### src/rtl/dsel_pkg.sv
// Shared defaults and entry layout for the dsel write buffer.
// The default widths match the upstream dsel stage.
package dsel_pkg;
    localparam int DSEL_AWIDTH = 32;
    localparam int DSEL_DWIDTH = 32;
    localparam int DSEL_DEPTH  = 8;

    typedef struct packed {
        logic [DSEL_AWIDTH-1:0] addr;
        logic [DSEL_DWIDTH-1:0] data;
    } dsel_entry_t;
endpackage

### src/rtl/dsel_wbuf_if.sv
// Producer/consumer bundle for the dsel write buffer.
// The master side drives writes and consumes the head entry; the slave side is the buffer.
interface dsel_wbuf_if
    import dsel_pkg::*;
#(
    parameter int AWIDTH = DSEL_AWIDTH,
    parameter int DWIDTH = DSEL_DWIDTH,
    parameter int DEPTH  = DSEL_DEPTH
);
    localparam int CW = $clog2(DEPTH) + 1;

    logic              wbuf_in_en;
    logic [AWIDTH-1:0] wbuf_in_addr;
    logic [DWIDTH-1:0] wbuf_in;
    logic              wbuf_out_valid;
    logic              wbuf_out_ready;
    logic [AWIDTH-1:0] wbuf_out_addr;
    logic [DWIDTH-1:0] wbuf_out;
    logic [CW-1:0]     wbuf_count;
    logic              wbuf_full;
    logic              wbuf_ovf;
    logic              wbuf_ovf_clr;

    modport master (
        output wbuf_in_en, wbuf_in_addr, wbuf_in, wbuf_out_ready, wbuf_ovf_clr,
        input  wbuf_out_valid, wbuf_out_addr, wbuf_out, wbuf_count, wbuf_full, wbuf_ovf
    );

    modport slave (
        input  wbuf_in_en, wbuf_in_addr, wbuf_in, wbuf_out_ready, wbuf_ovf_clr,
        output wbuf_out_valid, wbuf_out_addr, wbuf_out, wbuf_count, wbuf_full, wbuf_ovf
    );
endinterface

### src/rtl/dsel_wbuf_mem.sv
// Entry storage for the write buffer.
// It has one write port and one asynchronous read port, and its contents are not reset.
module dsel_wbuf_mem #(
    parameter int W     = 64,
    parameter int DEPTH = 8,
    parameter int PW    = $clog2(DEPTH)
) (
    input  logic          clk,
    input  logic          i_we,
    input  logic [PW-1:0] i_waddr,
    input  logic [W-1:0]  i_wdata,
    input  logic [PW-1:0] i_raddr,
    output logic [W-1:0]  o_rdata
);
    logic [W-1:0] r_mem [DEPTH];

    always_ff @(posedge clk) begin
        if (i_we) begin
            r_mem[i_waddr] <= i_wdata;
        end
    end

    assign o_rdata = r_mem[i_raddr];
endmodule

### src/rtl/dsel_wbuf.sv
// Show-ahead write buffer between the dsel stage and its consumer.
// It drops writes that arrive when the buffer is full and records each drop in a sticky overflow flag.
module dsel_wbuf
    import dsel_pkg::*;
#(
    parameter int AWIDTH = DSEL_AWIDTH,
    parameter int DWIDTH = DSEL_DWIDTH,
    parameter int DEPTH  = DSEL_DEPTH
) (
    input logic         clk,
    input logic         rst,
    dsel_wbuf_if.slave  bus
);
    localparam int PW = $clog2(DEPTH);
    localparam int CW = PW + 1;
    localparam int W  = AWIDTH + DWIDTH;

    logic [PW-1:0] r_wptr;
    logic [PW-1:0] r_rptr;
    logic [CW-1:0] r_count;
    logic          r_ovf;

    logic          w_empty;
    logic          w_full;
    logic          w_pop;
    logic          w_push;
    logic          w_drop;
    logic [W-1:0]  w_rdata;

    // Control depends only on the counter and the strobes, never on storage contents.
    assign w_empty = (r_count == '0);
    assign w_full  = (r_count == CW'(DEPTH));
    assign w_pop   = !w_empty && bus.wbuf_out_ready;
    assign w_push  = bus.wbuf_in_en && (!w_full || w_pop);
    assign w_drop  = bus.wbuf_in_en && w_full && !w_pop;

    dsel_wbuf_mem #(
        .W     (W),
        .DEPTH (DEPTH),
        .PW    (PW)
    ) u_mem (
        .clk     (clk),
        .i_we    (w_push),
        .i_waddr (r_wptr),
        .i_wdata ({bus.wbuf_in_addr, bus.wbuf_in}),
        .i_raddr (r_rptr),
        .o_rdata (w_rdata)
    );

    always_ff @(posedge clk) begin
        if (rst) begin
            r_wptr  <= '0;
            r_rptr  <= '0;
            r_count <= '0;
            r_ovf   <= 1'b0;
        end else begin
            if (w_push) begin
                r_wptr <= r_wptr + PW'(1);
            end
            if (w_pop) begin
                r_rptr <= r_rptr + PW'(1);
            end
            if (w_push && !w_pop) begin
                r_count <= r_count + CW'(1);
            end else if (w_pop && !w_push) begin
                r_count <= r_count - CW'(1);
            end
            // A new drop wins over a clear in the same cycle.
            if (w_drop) begin
                r_ovf <= 1'b1;
            end else if (bus.wbuf_ovf_clr) begin
                r_ovf <= 1'b0;
            end
        end
    end

    assign bus.wbuf_out_valid = !w_empty;
    assign bus.wbuf_out_addr  = w_rdata[W-1:DWIDTH];
    assign bus.wbuf_out       = w_rdata[DWIDTH-1:0];
    assign bus.wbuf_count     = r_count;
    assign bus.wbuf_full      = w_full;
    assign bus.wbuf_ovf       = r_ovf;
endmodule

### src/flat_wrapper.sv
// flat-port wrapper written by rule: the top's interface ports become plain ports
module dsel_wbuf_flat import dsel_pkg::*;
#(
    parameter int AWIDTH = DSEL_AWIDTH,
    parameter int DWIDTH = DSEL_DWIDTH,
    parameter int DEPTH  = DSEL_DEPTH
)
  (clk, rst, bus_wbuf_in_en, bus_wbuf_in_addr, bus_wbuf_in, bus_wbuf_out_ready, bus_wbuf_ovf_clr, bus_wbuf_out_valid, bus_wbuf_out_addr, bus_wbuf_out, bus_wbuf_count, bus_wbuf_full, bus_wbuf_ovf);
  dsel_wbuf_if #(.AWIDTH(AWIDTH), .DWIDTH(DWIDTH), .DEPTH(DEPTH)) bus_i ();
  input logic clk;
  input logic rst;
  input wire logic [$bits(bus_i.wbuf_in_en)-1:0] bus_wbuf_in_en;
  input wire logic [$bits(bus_i.wbuf_in_addr)-1:0] bus_wbuf_in_addr;
  input wire logic [$bits(bus_i.wbuf_in)-1:0] bus_wbuf_in;
  input wire logic [$bits(bus_i.wbuf_out_ready)-1:0] bus_wbuf_out_ready;
  input wire logic [$bits(bus_i.wbuf_ovf_clr)-1:0] bus_wbuf_ovf_clr;
  output wire logic [$bits(bus_i.wbuf_out_valid)-1:0] bus_wbuf_out_valid;
  output wire logic [$bits(bus_i.wbuf_out_addr)-1:0] bus_wbuf_out_addr;
  output wire logic [$bits(bus_i.wbuf_out)-1:0] bus_wbuf_out;
  output wire logic [$bits(bus_i.wbuf_count)-1:0] bus_wbuf_count;
  output wire logic [$bits(bus_i.wbuf_full)-1:0] bus_wbuf_full;
  output wire logic [$bits(bus_i.wbuf_ovf)-1:0] bus_wbuf_ovf;
  assign bus_i.wbuf_in_en = bus_wbuf_in_en;
  assign bus_i.wbuf_in_addr = bus_wbuf_in_addr;
  assign bus_i.wbuf_in = bus_wbuf_in;
  assign bus_i.wbuf_out_ready = bus_wbuf_out_ready;
  assign bus_i.wbuf_ovf_clr = bus_wbuf_ovf_clr;
  assign bus_wbuf_out_valid = bus_i.wbuf_out_valid;
  assign bus_wbuf_out_addr = bus_i.wbuf_out_addr;
  assign bus_wbuf_out = bus_i.wbuf_out;
  assign bus_wbuf_count = bus_i.wbuf_count;
  assign bus_wbuf_full = bus_i.wbuf_full;
  assign bus_wbuf_ovf = bus_i.wbuf_ovf;
  dsel_wbuf #(.AWIDTH(AWIDTH), .DWIDTH(DWIDTH), .DEPTH(DEPTH)) u_core (.clk(clk), .rst(rst), .bus(bus_i));
endmodule
### config.mk
export PLATFORM = sky130hd
export DESIGN_NAME = dsel_wbuf_flat
export DESIGN_NICKNAME = d
export VERILOG_FILES = /design/src/rtl/dsel_pkg.sv /design/src/rtl/dsel_wbuf_if.sv /design/src/rtl/dsel_wbuf_mem.sv /design/src/rtl/dsel_wbuf.sv /design/src/flat_wrapper.sv
export SDC_FILE = /design/constraint.sdc
export NUM_CORES = 1
export LEC_CHECK = 0
export BUFFER_PORTS_ARGS = -buffer_cell sky130_fd_sc_hd__buf_2
export CAP_MARGIN = 5
export CELL_PAD_IN_SITES_DETAIL_PLACEMENT = 1
export CELL_PAD_IN_SITES_GLOBAL_PLACEMENT = 2
export CORE_UTILIZATION = 45
export CTS_BUF_LIST = sky130_fd_sc_hd__clkbuf_16
export DETAILED_ROUTE_END_ITERATION = 10
export PLACE_DENSITY = 0.76
export SETUP_SLACK_MARGIN = 0.1
export SYNTH_ARGS = -nofsm -noshare
export SYNTH_HDL_FRONTEND = slang
export SYNTH_SLANG_ARGS = --single-unit
### constraint.sdc
create_clock -name clk -period 8.4 [get_ports clk]
set_input_delay 0.42 -clock clk [delete_from_list [all_inputs] [get_ports clk]]
set_output_delay 0.42 -clock clk [all_outputs]
set_load 0.005 [all_outputs]
== Yosys cells after proc, flatten, opt, wreduce, memory -nomap -nowiden ==
Memories as Yosys holds them, arrays and structs flattened. A register that Yosys moved wholly into a read port is not among the register bits.
Index checks and enable logic that the tools add are counted.
Storage, ports and cells
  bits in writable memories: 512
  register bits after elaboration: 11
  output and inout port bits: 71
  memories kept: 1
  logic and storage cells: 32
Memory list
  u_core.u_mem.r_mem: depth 8, width 64, rd ports 1, clocked after Yosys merged registers in 1, wr ports 1, line dsel_wbuf_mem.sv:15  | logic [W-1:0] r_mem [DEPTH];
Operators by class
  add/subtract/negate cells: 4
  reductions and logical operators: 14
  muxes and demuxes: 8
  eq/ne operators: 1
Operators with widths (count)
  4-bit two-way mux: 2
  3-bit by 1-bit adder with 3-bit output, second input constant: 2
  1-bit logical AND: 6
  3-bit two-way mux: 2
  4-bit by 1-bit adder with 4-bit output, second input constant: 1
  4-bit equality test, second input constant: 1
  1-bit zero test: 4
  4-bit zero test: 1
  1-bit two-way mux: 4
  2-bit nonzero test: 2
  4-bit by 1-bit subtractor with 4-bit output, second input constant: 1
  1-bit logical OR: 1

== Depth between registers and ports, before layout ==
  depth after elaboration: 9
  gate-level depth with buffers: 10

== Cells and area by module ==
A second synthesis with hierarchy kept.
Unflattened totals
  cell total of the unflattened synthesis: 812
  area total of the unflattened synthesis: 19835.3 um^2
Modules (own cells, without submodules)
  dsel_wbuf_mem: instances 1, area an instance 19266.0 um^2, cells each 752, sequential area each 15374.7 um^2
  dsel_wbuf: instances 1, area an instance 569.3 um^2, cells each 60, sequential area each 220.2 um^2

== Least setup slack after synthesis ==
Ideal clock, no wire load.
  path kind: reg2reg
  start: register u_core.r_count[0], in the netlist u_core.bus.wbuf_count[0]
  end: memory u_core.u_mem.r_mem[0][0], enable pin
  setup slack: 1.004 ns
  data arrival time: 6.752 ns
  library setup time: 0.644 ns
  path buffers: 0
  cell stages (with the launch flop): 4
  data required time: 7.756 ns
  period minus slack after synthesis: 7.396 ns
  cells stage by stage: dfxtp_1 or4b_4 o21ai_4 nor4_1
Between the ends
  longest elaborated chain between the ends: 7
  elaborated cells on any way between the ends: 9
  classes of those cells: 1 x eq/ne; 2 x mux; 6 x reduce/logical
RTL lines
  start: declaration: line dsel_wbuf.sv:20  | logic [CW-1:0] r_count;
  start signal: assignment: line dsel_wbuf.sv:64  | r_count <= r_count + CW'(1);
  start signal: assignment: line dsel_wbuf.sv:66  | r_count <= r_count - CW'(1);
  4-bit zero test: line dsel_wbuf.sv:31  | assign w_empty = (r_count == '0);
  1-bit zero test: line dsel_wbuf.sv:33  | assign w_pop = !w_empty && bus.wbuf_out_ready;
  1-bit logical AND: line dsel_wbuf.sv:33
  1-bit logical OR (*): line dsel_wbuf.sv:34  | assign w_push = bus.wbuf_in_en && (!w_full || w_pop);
  1-bit logical AND (*): line dsel_wbuf.sv:34
  1-bit two-way mux (*): line dsel_wbuf_mem.sv:18  | if (i_we) begin
  1-bit two-way mux (implied by the code) (*): line dsel_wbuf_mem.sv:19  | r_mem[i_waddr] <= i_wdata;
  end: declaration: line dsel_wbuf_mem.sv:15
Every way passes the cells marked *; elsewhere a longest branch is shown, timed or not.

==> results <==
- The number of max-slew violations in the final report is 0.
- After detailed routing, the number of vias per cell comes to 5.44.
- The wire length of the first global-routing pass is 59.7 mm.
- The classification of the worst-slack hold path is input port to flop.
- VDD sags by at most 0.000154 V.
- The worst max-slew margin expressed relative to the limit is 0.283.
- The width of the die is 212 µm.
- The number of nets at the end of the flow is 1064.
- The worst setup timing slack at the placement stage is 5120 ps.
- The post-route worst setup slack is about 4600 ps.
- The critical path is of the flop to output port type.
- After technology mapping, the gate count stands at 816.
- The half-perimeter wire length of the detailed placement result is about 21 mm.
- The worst endpoint data arrival time is 3400 ps.
- The number of input and output port buffers inserted is 139.
- The top cell family by delay on the critical path is flip-flops.
- The met1 track demand over resource in global routing is 0.247.
- For this design the ratio of total power to cell area is around 290 nW/µm².
- The share of synthesized area in the top cell type comes to 0.773.
- The number of cells traversed by the worst hold path is 1.
- The instance count on the critical path is 4.
- The die boundary height is 212 µm.
- The root buffer cell is sky130_fd_sc_hd__clkbuf_16.
- At the pin with the least slew margin, the transition time is 1070 ps.
- For this configuration, the core starts out at a cell density of 0.459.
- For this run, the number of Yosys warnings is 0.
- The die footprint is 45100 µm².
- The post-route minimum period is 3820 ps.
- Traced cell by cell, the critical path runs through buf_4, mux4_2, mux2_2, buf_2.
- The number of antenna violations at the first check in global routing came to 6.
- Together, buffers and inverters on the worst path number 2.
- STA classifies the critical path endpoint as an output port.
- After detailed routing, the number of remaining DRC violations is 0.
- The leakage power is about 7.4 nW.
- At the later pin of the worst-skew pair, clock insertion delay measures 590 ps.
- The maximum fanout count along the critical path is 68.
- The busiest layer in global routing is met2.
- The hold slack is 94.8 ps.
- In the final routed layout, each cell accounts on average for approximately 25 µm.
- In the final timing run, aggregate negative setup slack is 0 ps.
- The CTS tree is yes.
- The routed design has 39.9 mm of wire.
- Between clock sinks in the finished design, the worst skew comes to 20.3 ps.
- Leaving out fill and tap cells, the most frequent cells in the layout are sky130_fd_sc_hd__edfxtp_1, sky130_fd_sc_hd__buf_2, sky130_fd_sc_hd__mux4_2.
- For this run, the top clock speed supported by timing is 262 MHz.
- The synthesized area divided by synthesized cell count is ~24 µm².
- For this run, the detailed router's first-pass iteration total came to 4.
- Relative to the synthesized area, the layout overhead comes to 15.3%.
- The number of clock buffers added by TritonCTS is 52.
- The met2 usage is 0.307.
- CTS saw roughly 530 sinks.
- In the global route stage, met3 resource usage came out at 0.0406.
- The DRC marker count from the first detailed-route iteration is 643.
- The number of different library cells used by synthesis comes to 30.
- The number of enable-type register cells in the synthesized netlist is about 510.
- The proportion of layout cells with a drive suffix above 1 is 0.423.
- The largest single stage delay on the critical path is 1020 ps.
- The final count of hold timing violations is 0.
- The post-CTS setup-driven buffer insertion count is 0.
- The library cell used most frequently in the layout, excluding fill and tap cells, is sky130_fd_sc_hd__edfxtp_1.
- For this design, the slowest cell found on the critical path is sky130_fd_sc_hd__dfxtp_4.
- The total standard cell area after synthesis is ~20000 µm².
- The detailed-route via count is slightly below 9000.
- The synthesized net count is approximately 890.
- The weighted congestion reported at the end of routability-driven placement is 0.671.
- The worst register-to-register path has a depth of 6.
- In the global route stage, overall resource usage came out at 0.184.
- The worst setup path is launched from a flop.
- Setup violations remaining at the end of the flow were counted as 0.
- The cell taking the most area after synthesis is sky130_fd_sc_hd__edfxtp_1.
- The number of global-route vias before repair was 9601.
- The leading register cell type out of synthesis is sky130_fd_sc_hd__edfxtp_1.
- The pin count of the biggest net entering global routing is just under 70.
- The number of maximum-capacitance violations is 0.
- In the finished design, the share of the clock period the worst path needs comes to 0.455.
- Hold repair after CTS inserted 0 buffers.
- Pin placement for this block handled 140 I/O pins.
- The sequential share of the synthesized area is 0.787.
- The data required time of the critical path is 7980 ps.
- The count of nets left with antenna violations once routing finished came out at 0.
- Setup repair after global routing left no endpoint under its margin.
- The share of synthesized flip-flops with an asynchronous set or reset is 0.
- In this run the number of H-tree levels came out at 2.
- By area the synthesized netlist is led by sky130_fd_sc_hd__edfxtp_1, sky130_fd_sc_hd__mux4_2, sky130_fd_sc_hd__mux2_2.
- The flow ran to the end, and the final reports show no timing, DRC or antenna violations.
- In this run the standard cell core region covers 43400 µm².
- No sink is reached through more buffers than the 3 on the longest clock path.
- Gates resized during post-CTS repair numbered 0.
- The sum of overflow across all layers after global routing is 0.
- After synthesis the netlist holds a flip-flop and latch count of 526.
- The number of rows in the core area is 76.
- After clock tree synthesis, the clock-pin slew on the worst setup and hold paths is 60 ps.
logic make-up (layout without fill, tap and decap cells):
family	count (synthesis)	count (layout)	share of synthesized area
other	0	4	0
and+or+nand+nor	34	34	0.00805
AOI/OAI and AO/OA	9	9	0.00333
xor gates and xnor gates	6	6	0.00264
buffers and inverters	41	254	0.0128
adders and majority gates	6	6	0.00415
muxes	194	194	0.182
DFF	526	526	0.787
cell usage after synthesis (2+ instances only):
master,count
sky130_fd_sc_hd__a21oi_1,4
sky130_fd_sc_hd__buf_1,9
sky130_fd_sc_hd__buf_2,3
sky130_fd_sc_hd__buf_4,2
sky130_fd_sc_hd__buf_6,12
sky130_fd_sc_hd__clkbuf_1,11
sky130_fd_sc_hd__dfxtp_1,14
sky130_fd_sc_hd__edfxtp_1,512
sky130_fd_sc_hd__ha_1,5
sky130_fd_sc_hd__inv_1,4
sky130_fd_sc_hd__mux2_2,65
sky130_fd_sc_hd__mux4_2,128
sky130_fd_sc_hd__nand2_1,6
sky130_fd_sc_hd__nand2b_1,2
sky130_fd_sc_hd__nand3_1,3
sky130_fd_sc_hd__nor2_1,15
sky130_fd_sc_hd__nor3_1,4
sky130_fd_sc_hd__xnor2_1,2
sky130_fd_sc_hd__xor2_1,4
layout make-up:
cell class	count	area [µm²]
flip-flops and latches	526	15700
clock inverters	40	314
well taps	585	732
repair buffers	156	823
inverters	4	15.0
fillers	3802	20400
diodes	4	10.0
multi-input cells	249	4040
clock buffers	54	1350
power breakdown:
part           internal [mW]  switching [mW]  total [mW]
registers               3.01           0.110        3.12
clock network           1.31           0.957        2.27
logic                  0.727           0.565        1.29
total                   5.05            1.63        6.68
metrics by stage:
stage	std cells	cell area, µm²	total power, mW	utilization
detailed placement	1520	21300	4.51	0.491
global placement	1520	21300	4.49	0.491
CTS	1614	22900	6.79	0.529
global route	1615	22900	6.96	0.529
finish	1618	22900	6.68	0.529
floorplan	816	19900	4.13	-
metal layers:
| layer | part of all wire | wire (µm) |
|---|---|---|
| met5 | 0.00060 | 24 |
| met4 | 0.017 | 690 |
| met3 | 0.045 | 1790 |
| met2 | 0.50 | 19900 |
| met1 | 0.44 | 17500 |
worst paths after layout:
kind / from / end / slack, ps
setup / recovery: flop / bus_wbuf_out_addr[1] / 4580
hold / removal: bus_wbuf_in_addr[7] / u_core.u_mem.r_mem[1][39]$_DFFE_PP_ / 90
setup reg to reg: u_core.bus.wbuf_count[0]$_SDFFE_PP0P_ / u_core.u_mem.r_mem[6][59]$_DFFE_PP_ / 5260
hold reg to reg: u_core.r_rptr[1]$_SDFFE_PP0N_ / flop / 470
registers in the layout, indices dropped and copies added, names as in the netlist, named ones only:
| name | cells |
|---|---|
| u_core.r_rptr | 3 |
| u_core.u_mem.r_mem | 512 |
| u_core.bus.wbuf_count | 4 |
| u_core.bus.wbuf_ovf | 1 |
| u_core.r_wptr | 3 |
worst reg2reg max path: cells and delay by family (launching register included):
kind | cells | cell delay [ps]
flops | 1 | 480
compound gates | 1 | 90
simple gates | 3 | 1260
buf+inv | 2 | 920
(Power assumes the default switching activity.)
